### src/rtl/m2_fifo_ctrl.sv
// Per-lane FIFO pointer controller for the m2 forward buffer: turns push/pop requests into
// m2 write/read addresses and write enables, and tracks occupancy and sticky error flags.
module m2_fifo_ctrl #(
  parameter int unsigned Tn        = 16,
  parameter int unsigned ADDR      = 2,
  parameter int unsigned NUM_WORDS = 4
) (
  input  logic                   clk,
  input  logic                   rst,
  input  logic                   i_clr,
  input  logic [Tn-1:0]          i_push,
  input  logic [Tn-1:0]          i_pop,
  output logic [ADDR*Tn-1:0]     o_wr_addr,
  output logic [ADDR*Tn-1:0]     o_rd_addr,
  output logic [Tn-1:0]          o_wen,
  output logic [Tn-1:0]          o_empty,
  output logic [Tn-1:0]          o_full,
  output logic [(ADDR+1)*Tn-1:0] o_count,
  output logic [2*Tn-1:0]        o_err
);

  localparam int unsigned CntW = ADDR + 1;
  localparam logic [CntW-1:0] CntFull = CntW'(NUM_WORDS);

  logic [Tn-1:0][ADDR-1:0] wr_ptr_q, wr_ptr_d;
  logic [Tn-1:0][ADDR-1:0] rd_ptr_q, rd_ptr_d;
  logic [Tn-1:0][CntW-1:0] count_q, count_d;
  logic [Tn-1:0][1:0]      err_q, err_d;

  logic [Tn-1:0] pop_ok;
  logic [Tn-1:0] push_ok;

  // A push into a full lane only lands when the head leaves in the same cycle.
  always_comb begin
    pop_ok  = '0;
    push_ok = '0;
    for (int i = 0; i < Tn; i++) begin
      pop_ok[i]  = i_pop[i] & (count_q[i] != '0);
      push_ok[i] = i_push[i] & ((count_q[i] != CntFull) | pop_ok[i]);
    end
  end

  always_comb begin
    wr_ptr_d = wr_ptr_q;
    rd_ptr_d = rd_ptr_q;
    count_d  = count_q;
    err_d    = err_q;
    if (i_clr) begin
      wr_ptr_d = '0;
      rd_ptr_d = '0;
      count_d  = '0;
    end else begin
      for (int i = 0; i < Tn; i++) begin
        wr_ptr_d[i] = wr_ptr_q[i] + ADDR'(push_ok[i]);
        rd_ptr_d[i] = rd_ptr_q[i] + ADDR'(pop_ok[i]);
        count_d[i]  = count_q[i] + CntW'(push_ok[i]) - CntW'(pop_ok[i]);
        err_d[i][0] = err_q[i][0] | (i_push[i] & ~push_ok[i]);
        err_d[i][1] = err_q[i][1] | (i_pop[i] & ~pop_ok[i]);
      end
    end
  end

  always_ff @(posedge clk) begin
    if (rst) begin
      wr_ptr_q <= '0;
      rd_ptr_q <= '0;
      count_q  <= '0;
      err_q    <= '0;
    end else begin
      wr_ptr_q <= wr_ptr_d;
      rd_ptr_q <= rd_ptr_d;
      count_q  <= count_d;
      err_q    <= err_d;
    end
  end

  // m2 registers the read address, so present the post-pop head address this cycle.
  always_comb begin
    o_wr_addr = '0;
    o_rd_addr = '0;
    o_wen     = '0;
    o_empty   = '1;
    o_full    = '0;
    o_count   = '0;
    for (int i = 0; i < Tn; i++) begin
      o_err[2*i +: 2] = err_q[i];
      if (!rst) begin
        o_wen[i]                = push_ok[i] & ~i_clr;
        o_wr_addr[i*ADDR +: ADDR] = wr_ptr_q[i];
        o_rd_addr[i*ADDR +: ADDR] = rd_ptr_q[i] + ADDR'(pop_ok[i]);
        o_empty[i]              = (count_q[i] == '0);
        o_full[i]               = (count_q[i] == CntFull);
        o_count[i*CntW +: CntW] = count_q[i];
      end
    end
  end

endmodule

### config.mk
export PLATFORM = sky130hd
export DESIGN_NAME = m2_fifo_ctrl
export DESIGN_NICKNAME = d
export VERILOG_FILES = /design/src/rtl/m2_fifo_ctrl.sv
export SDC_FILE = /design/constraint.sdc
export NUM_CORES = 1
export LEC_CHECK = 0
export BUFFER_PORTS_ARGS = -buffer_cell sky130_fd_sc_hd__buf_2
export CORE_ASPECT_RATIO = 0.9
export CORE_MARGIN = 3
export CORE_UTILIZATION = 35
export CTS_CLUSTER_SIZE = 14
export DETAILED_ROUTE_END_ITERATION = 16
export SYNTH_ARGS = -nofsm -noshare
export SYNTH_HDL_FRONTEND = slang
export SYNTH_SLANG_ARGS = --single-unit
### constraint.sdc
create_clock -name clk -period 2.21 [get_ports clk]
set_clock_uncertainty 0.05 [all_clocks]
set_input_delay 0.3315 -clock clk [delete_from_list [all_inputs] [get_ports clk]]
set_output_delay 0.3315 -clock clk [all_outputs]
set_load 0.005 [all_outputs]
# ---- After elaboration in Yosys (flattened, before gate mapping)
# Cells that the tools add are included.
dict set report totals {
  regBits 144
  in_bits 35
  output_inout_bits 192
  wordCells 450
}
dict set report op_classes {
  n_addsub 64
  n_eq_ne 32
  mux 96
  bitwise 161
  n_reduce_logical 33
}
# op count
set ops {}
lappend ops {{1-bit AND} 80}
lappend ops {{2-bit by 1-bit adder with 2-bit output} 32}
lappend ops {{2-bit two-way mux} 32}
lappend ops {{3-bit by 1-bit adder with 3-bit output} 16}
lappend ops {{3-bit equality test (second input constant)} 16}
lappend ops {{3-bit logical NOT} 16}
lappend ops {{1-bit two-way mux} 48}
lappend ops {{3-bit two-way mux} 16}
lappend ops {{3-bit inequality test (second input constant)} 16}
lappend ops {{1-bit OR} 48}
lappend ops {{3-bit nonzero test} 16}
lappend ops {{3-bit by 1-bit subtractor with 3-bit output} 16}
lappend ops {{1-bit inverter} 33}
lappend ops {{2-bit OR reduction} 1}

# ---- Longest topological paths before layout
# Gate-level depths: netlist of run 1.
dict set report depth {
  word_depth 7
  ltp_mapped 10
  mapped_depth_nobuf 10
}

# ---- Worst setup path after synthesis of run 1
# Ideal clock, no wire load.
dict set report synth_timing {
  path_kind {register -> register}
  startpoint {register count_q[19] (netlist name)}
  endpoint {register count_q[20] (netlist name)}
  setup_ps 78
  t_arrival_ps 2063
  required_ps 2082
  setup_slack_ps 19
  path_stages_with_launch 11
  path_buffers 0
  synth_period_minus_slack_ps 2191
  cell_sequence {dfxtp_1 -> nor4b_1 -> nand2b_1 -> ha_1 -> inv_1 -> ha_1 -> inv_1 -> fa_1 -> xor2_1 -> and2_1 -> nor3_1}
}
dict set report synth_via {
  elab_chain_len 6
  elab_cells_between_ends 7
  cone_classes {add/sub: 2; eq/ne: 1; bitwise: 3; reduce/logical: 1}
}
# item line_no
set synth_rtl {}
lappend synth_rtl {{start: declaration} 27} ;# logic [Tn-1:0][CntW-1:0] count_q, count_d;
lappend synth_rtl {{start signal: assignment} 72} ;# count_q <= count_d;
lappend synth_rtl {{3-bit nonzero test} 38} ;# pop_ok[i] = i_pop[i] & (count_q[i] != '0);
lappend synth_rtl {{1-bit AND} 38}
lappend synth_rtl {{1-bit OR} 39} ;# push_ok[i] = i_push[i] & ((count_q[i] != CntFull) | pop_ok[i]);
lappend synth_rtl {{1-bit AND} 39}
lappend synth_rtl {{3-bit by 1-bit adder with 3-bit output} 56} ;# count_d[i] = count_q[i] + CntW'(push_ok[i]) - CntW'(pop_ok[i]);
lappend synth_rtl {{3-bit by 1-bit subtractor with 3-bit output (*)} 56}
# Mark *: on every way between the ends. The rest lies on a longest branch, timed or not.
# A chain may end at the register's enable or synchronous reset.

# ---- Worst setup path after layout of run 1
dict set report layout_timing {
  startpoint {register count_q[16] (netlist name)}
  endpoint {register count_q[17] (netlist name)}
}
# The elaborated chain is that of the path after synthesis.

==> summary.md, run 1 <==
| Metric | Value |
|---|---|
| DIE HEIGHT | `142.4 um` |
| Lkg Pwr | `0.004854 uW` |
| Antenna cells | `0` |
| Final core occ | `~51%` |
| Mean Syn Cell Area | `9.048 um2` |
| Hold Slack | `0.1300 ns` |
| Worst Setup End Kind | `flop` |
| Slew Limit Fails | `0` |
| CTS tree | `done` |
| Area grow syn2layout | `42.54%` |
| Crit-path leading delay family | `simple AND/OR/NAND/NOR gates` |
| Setup crit start kind | `flop` |
| Slew HR | `a little over two thirds` |
| Initial DRC Count | `222` |
| Power per Cell Area | `646.6 nW/um2` |
| Worst-Skew Late Latency | `~0.42 ns` |
| Clock root buffer | `clkbuf_16` |
| Library cells used by synthesis | `34` |
| Maximum vdd drop | `0.4529 mV` |
| Vias in the first global route | `6100` |
| Post-CTS Hold Buffers | `0` |
| Failing checks | `negative setup slack` |
| Quantity of I/O buffers inserted on ports | `226` |
| GP Congestion | `0.8045` |
| Setup Crit Path Kind | `flop to flop` |
| Synthesized instance count | `800` |
| Crit path largest cell delay | `~0.38 ns` |
| Final worst-path cycle share | `102.0%` |
| IO Pins | `about 230` |
| Setup WS pre-CTS | `-0.1984 ns` |
| Vias | `6265` |
| Worst slew pin tran | `0.4467 ns` |
| Maximum root-to-sink buffer count | `2` |
| Proportion of layout cells with a drive suffix above 1 | `42.52%` |
| Crit path buffers/inverters | `2` |
| Largest net degree at the start of global routing | `61` |
| Top post-synthesis cells by area | `dfxtp_1 (40%), ha_1 (9.3%), nor2b_1 (8.6%)` |
| RSZ-0062 raised after global routing | `true` |
| Avg Vias per Cell | `about 4.6` |
| First-pass GRT wire length | `30880 um` |
| Arr. time, crit path | `between 2 and 3 ns` |
| Most common cell after layout, fill and taps aside | `buf_2` |
| Crit path max fanout | `4` |
| Initial antenna violation count | `0` |
| Most frequent cells in the layout | `buf_2 (225), nor2_1 (124), dfxtp_1 (112), nor2b_1 (92), buf_4 (85)` |
| Critical-path top delay cell | `fa_1` |
| H-tree lvl count | `4` |
| Final Worst Setup Slack | `-0.04311 ns` |
| Die X | `157.6 um` |
| Synthesis-stage register bit count | `144` |
| Fin nets | `about 1200` |
| Warnings, synthesis | `0` |
| CP Cell Sequence | `nor4b_4 > nand2b_4 > ha_1 > inv_1 > ha_1 > inv_1 > fa_1 > xor2_1 > and2_1 > nor3_2` |
| Final setup violation count | `3` |
| Hpwl dp | `about 14000 um` |
| Syn_nets | `905` |
| Num Clock Sinks | `144` |
| Starting Density | `35.88%` |
| Largest area contributor in the netlist | `dfxtp_1` |
| Routed wire length | `19330 um` |
| Outcome | `complete, but fails checks` |
| CTS buffer count | `17` |
| Count of final hold-check violations | `0` |
| Placement Cell Area | `9146 um2` |
| Core Box Area | `20170 um2` |
| Total GRT Usage | `between 15 and 20%` |
| Clock slew seen by the registers of the worst setup and hold paths | `0.07 ns` |
| Grt ovf | `0` |
| Die Area | `~22000 um2` |
| Worst EP required | `2.50 ns` |
| Synth top area share | `39.83%` |
| Remaining DRCs | `0` |
| Final ANT Viol Nets | `0` |
| Hold/Removal Path Class | `primary input to flop` |
| Syn Std Cell Area | `about 7200 um2` |
| Design area | `10320 um2` |
| Drt first pass iters | `4` |
| Seq/Total Area, Yosys | `roughly 40%` |
| Final min period | `2.253 ns` |
| Floorplan row count | `49` |
| Fmax | `between 0.4 and 0.5 GHz` |
| Avg WL per Cell | `14.16 um` |
| MaxCap Viol Count | `0` |
[flip-flops by register name, indices dropped and copies added, names as in the netlist]
| name | count |
|---|---|
| count_q | 48 |
| o_err | 32 |
| rd_ptr_q | 32 |
| wr_ptr_q | 32 |
[final cells by class]
class / instances / area (um2)
inverter: 50 / 190.2
tap: 255 / 319.1
fill: 1947 / 9853
clock buffer: 19 / 432.9
multi-input combinational: 571 / 4514
clock inverter: 13 / 103.9
timing repair buffer: 313 / 1824
sequential: 144 / 2933
[logic make-up after synthesis]
| logic type | Yosys count | share of synthesized area, % |
|---|---|---|
| buf+inv | 85 | 5.013 |
| xor+xnor | 54 | 6.534 |
| flops | 144 | 39.83 |
| fa+ha+maj | 70 | 13.76 |
| compound gates | 54 | 4.460 |
| mux | 2 | 0.2766 |
| simple gates | 391 | 30.13 |
[power breakdown]
part	total [uW]	switching [uW]	internal, uW
combinational	1150	542	610
clock	2670	1210	1460
sequential	2850	132	2720
[synthesized netlist by cell type (all sizes together)]
cell type and count:
a21oi 5, a31oi 32, and2 59, buf 18
clkbuf 17, dfxtp 144, fa 16, ha 54
inv 50, mux2i 2, nand2 7, nand2b 14
nand3b 3, nor2 125, nor2b 100, nor3 21
nor3b 16, nor4b 16, o211ai 3, o21ai 12
o21bai 1, o31ai 1, or2 17, or2b 2
or3 10, or3b 1, xnor2 49, xor2 5
[stage by stage]
step	total power, uW	std cells	TNS [ns]
2_1_floorplan	3448	800	0
3_5_place_dp	3918	1324	-0.8803
4_1_cts	6654	1360	-0.04825
5_1_grt	7043	1365	-1.028
3_3_place_gp	3908	1324	-0.3962
6_report	6671	1365	-0.08137
[worst paths after layout]
path	start	to	slack, ns	depth (start not counted)
hold / removal	i_push[10]	o_err[20]	0.13	3
setup reg to reg	count_q[16]	count_q[17]	-0.04	10
setup / recovery	count_q[16]	count_q[17]	-0.04	10
hold reg to reg	o_err[6]	o_err[6]	0.41	2
[repair_timing]
action                                  CTS  global route
buffers inserted                          4             5
gates resized for setup                  26            99
endpoints found under the setup margin   19            47
pin swaps                                 5            26
[layer usage]
layer | routed length, um | track usage [%] | vias up
met2 | 8948 | 27.37 | 146
met3 | 1111 | 4.591 | 15
met4 | 206 | 4.201 | 0
li1 | - | - | 3170
met5 | 0 | 0 | -
met1 | 9064 | 22.71 | 2934
[worst reg2reg max path, cell delays in order, from the launching register on]
cell	delay (ns)
dfxtp_4	0.37
nor4b_4	0.28
nand2b_4	0.18
ha_1	0.21
inv_1	0.06
ha_1	0.15
inv_1	0.05
fa_1	0.38
xor2_1	0.17
and2_1	0.17
nor3_2	0.10
(Power assumes the default switching activity.)
==> run 2, diff against run 1 <==
- PLACE_DENSITY: unset -> 0.71
==> run 2 against run 1 <==
Effect of this change:
- first-iteration DRC count increased by 32%
- clock power grew 15%
- wire length decreased by 0.69%
- critical path depth unchanged
- combinational power about the same
- core utilization is 0.39 points higher
- critical path type unchanged
- final area up 0.76%
- non-clock buffer count decreased by 9
- the flow still finishes with violations (negative setup slack)
- die area is the same
- count of clock-buffer cells in the layout is 1 higher
==> summary.md, run 2 (synthesized netlist as in run 1, its figures left out) <==
| Metric | Value |
|---|---|
| Clock share of power | `43.5%` |
| Starting Density | `a little over a third` |
| Final setup violation count | `1` |
| Setup Crit Path Kind | `flop to flop` |
| Fin nets | `1193` |
| Final min period | `2.231 ns` |
| Avg Vias per Cell | `4.659` |
| H-tree lvl count | `4` |
| Reg2Reg Depth | `10` |
| Worst Setup End Kind | `flop` |
| Clock root buffer | `clkbuf_16` |
| Count of final hold-check violations | `0` |
| Area grow syn2layout | `43.63%` |
| Initial DRC Count | `293` |
| Psw | `1824 uW` |
| Floorplan row count | `49` |
| Quantity of I/O buffers inserted on ports | `226` |
| DIE HEIGHT | `142.4 um` |
| Power per Cell Area | `680.8 nW/um2` |
| Slew HR | `between 70% and 80%` |
| Final worst-path cycle share | `100.9%` |
| RSZ-0062 raised after global routing | `true` |
| Num Clock Sinks | `approximately 140` |
| Sw Share | `roughly 26%` |
| Avg WL per Cell | `14.16 um` |
| Slew Limit Fails | `0` |
| Maximum root-to-sink buffer count | `2` |
| Worst EP required | `2.45 ns` |
| Antenna cells | `0` |
| CTS buffer count | `17` |
| TNS Setup | `-0.02082 ns` |
| IO Pins | `around 230` |
| Hold/Removal Path Class | `primary input to flop` |
| Largest net degree at the start of global routing | `just under 90` |
| Grt ovf | `0` |
| MaxCap Viol Count | `0` |
| Largest Register | `count_q` |
| Setup crit start kind | `flop` |
| Final Worst Setup Slack | `-0.02082 ns` |
| Drt first pass iters | `4` |
| Arr. time, crit path | `approximately 2.5 ns` |
| CTS tree | `done` |
| Worst slew pin tran | `0.4367 ns` |
| Post-CTS Hold Buffers | `0` |
| Setup WS pre-CTS | `-0.1476 ns` |
| Die X | `157.6 um` |
| Hold path cells | `3` |
| Clock slew seen by the registers of the worst setup and hold paths | `0.06 ns` |
| Design area | `roughly 10000 um2` |
| Core Box Area | `20170 um2` |
| Outcome | `complete, but fails checks` |
| Vias | `6317` |
| Proportion of layout cells with a drive suffix above 1 | `a little over two fifths` |
| Int Pwr | `5254 uW` |
| Logic pwr share | `16.1%` |
| Max reg flops | `48` |
| Total GRT Usage | `between 10% and 20%` |
| Most common cell after layout, fill and taps aside | `buf_2` |
| Most frequent cells in the layout | `buf_2 (225), nor2_1 (124), dfxtp_1 (104), nor2b_1 (94), buf_4 (75)` |
| Worst-Skew Late Latency | `0.41 ns` |
| Initial antenna violation count | `0` |
| Fmax | `~0.45 GHz` |
| Die Area | `22440 um2` |
| Pwr Total | `7078 uW` |
| Placement Cell Area | `~9000 um2` |
| First-pass GRT wire length | `30040 um` |
| Maximum vdd drop | `0.4274 mV` |
| Lkg Pwr | `0.004872 uW` |
| Final ANT Viol Nets | `0` |
| Flop pwr share | `40.4%` |
| Crit path max fanout | `4` |
| Vias in the first global route | `6007` |
| GP Congestion | `0.7814` |
| Routed wire length | `19200 um` |
| Failing checks | `negative setup slack` |
| Remaining DRCs | `0` |
| Hpwl dp | `between 10000 and 15000 um` |
[run 2: cell types whose count changed in the layout (fill, tap and decap cells not counted), moves of 4 or more]
cell	change
dfxtp_1	-8
dfxtp_2	+5
bufinv_16	+4
clkinvlp_4	-4
buf_4	-10
[run 2: cell type report]
class / count / area, um2
clock buffer: 20 / 446.7
clock inverter: 12 / 181.4
fill: 1821 / 9774
inverter: 50 / 187.7
multi-input combinational: 571 / 4551
sequential: 144 / 2950
tap: 255 / 319.1
timing repair buffer: 304 / 1760
[run 2: power by group through the flow]
stage	clock network, uW	logic (uW)	registers [uW]
after global placement	0	992	2860
after CTS	3160	1040	2820
final	3080	1140	2860
after detailed placement	0	1010	2870
after global routing	3280	1290	2870
after floorplan	0	596	2850
[run 2: per-stage QoR]
stage	hold slack (ns)	std cells	utilization, %
global placement	0.3928	1307	44.71
detailed placement	0.4064	1307	44.71
global route	0.1233	1356	51.54
floorplan	0.4010	800	-
finish	0.1341	1356	51.54
CTS	0.1070	1341	48.45
[run 2: worst paths after layout]
path,start,end,slack [ns]
setup reg to reg,count_q[18],count_q[20],-0.02
setup / recovery,count_q[18],count_q[20],-0.02
hold reg to reg,o_err[18],o_err[18],0.42
hold / removal,i_push[10],o_err[20],0.13
[run 2: timing repair]
| item | CTS | global route |
|---|---|---|
| resized for setup | 22 | 118 |
| pin swaps | 5 | 32 |
| endpoints found under the hold margin | 0 | 0 |
| setup buffers | 2 | 15 |
| setup endpoints to repair | 15 | 44 |
[run 2: per-layer routing]
metal / wire (um) / global-route usage, % / vias to the layer above
met4: 169 / 4.155 / 0
met3: 970 / 4.530 / 15
li1: - / - / 3164
met5: 0 / 0 / -
met2: 9198 / 27.26 / 143
met1: 8857 / 21.49 / 2995
[run 2: critical path, cell delays in order (launching register included)]
cell	delay [ns]
dfxtp_4	0.36
nor4b_4	0.31
nand2b_4	0.20
ha_4	0.19
inv_2	0.04
ha_2	0.15
inv_1	0.06
fa_2	0.34
xor2_1	0.19
and2_1	0.16
nor3_2	0.04
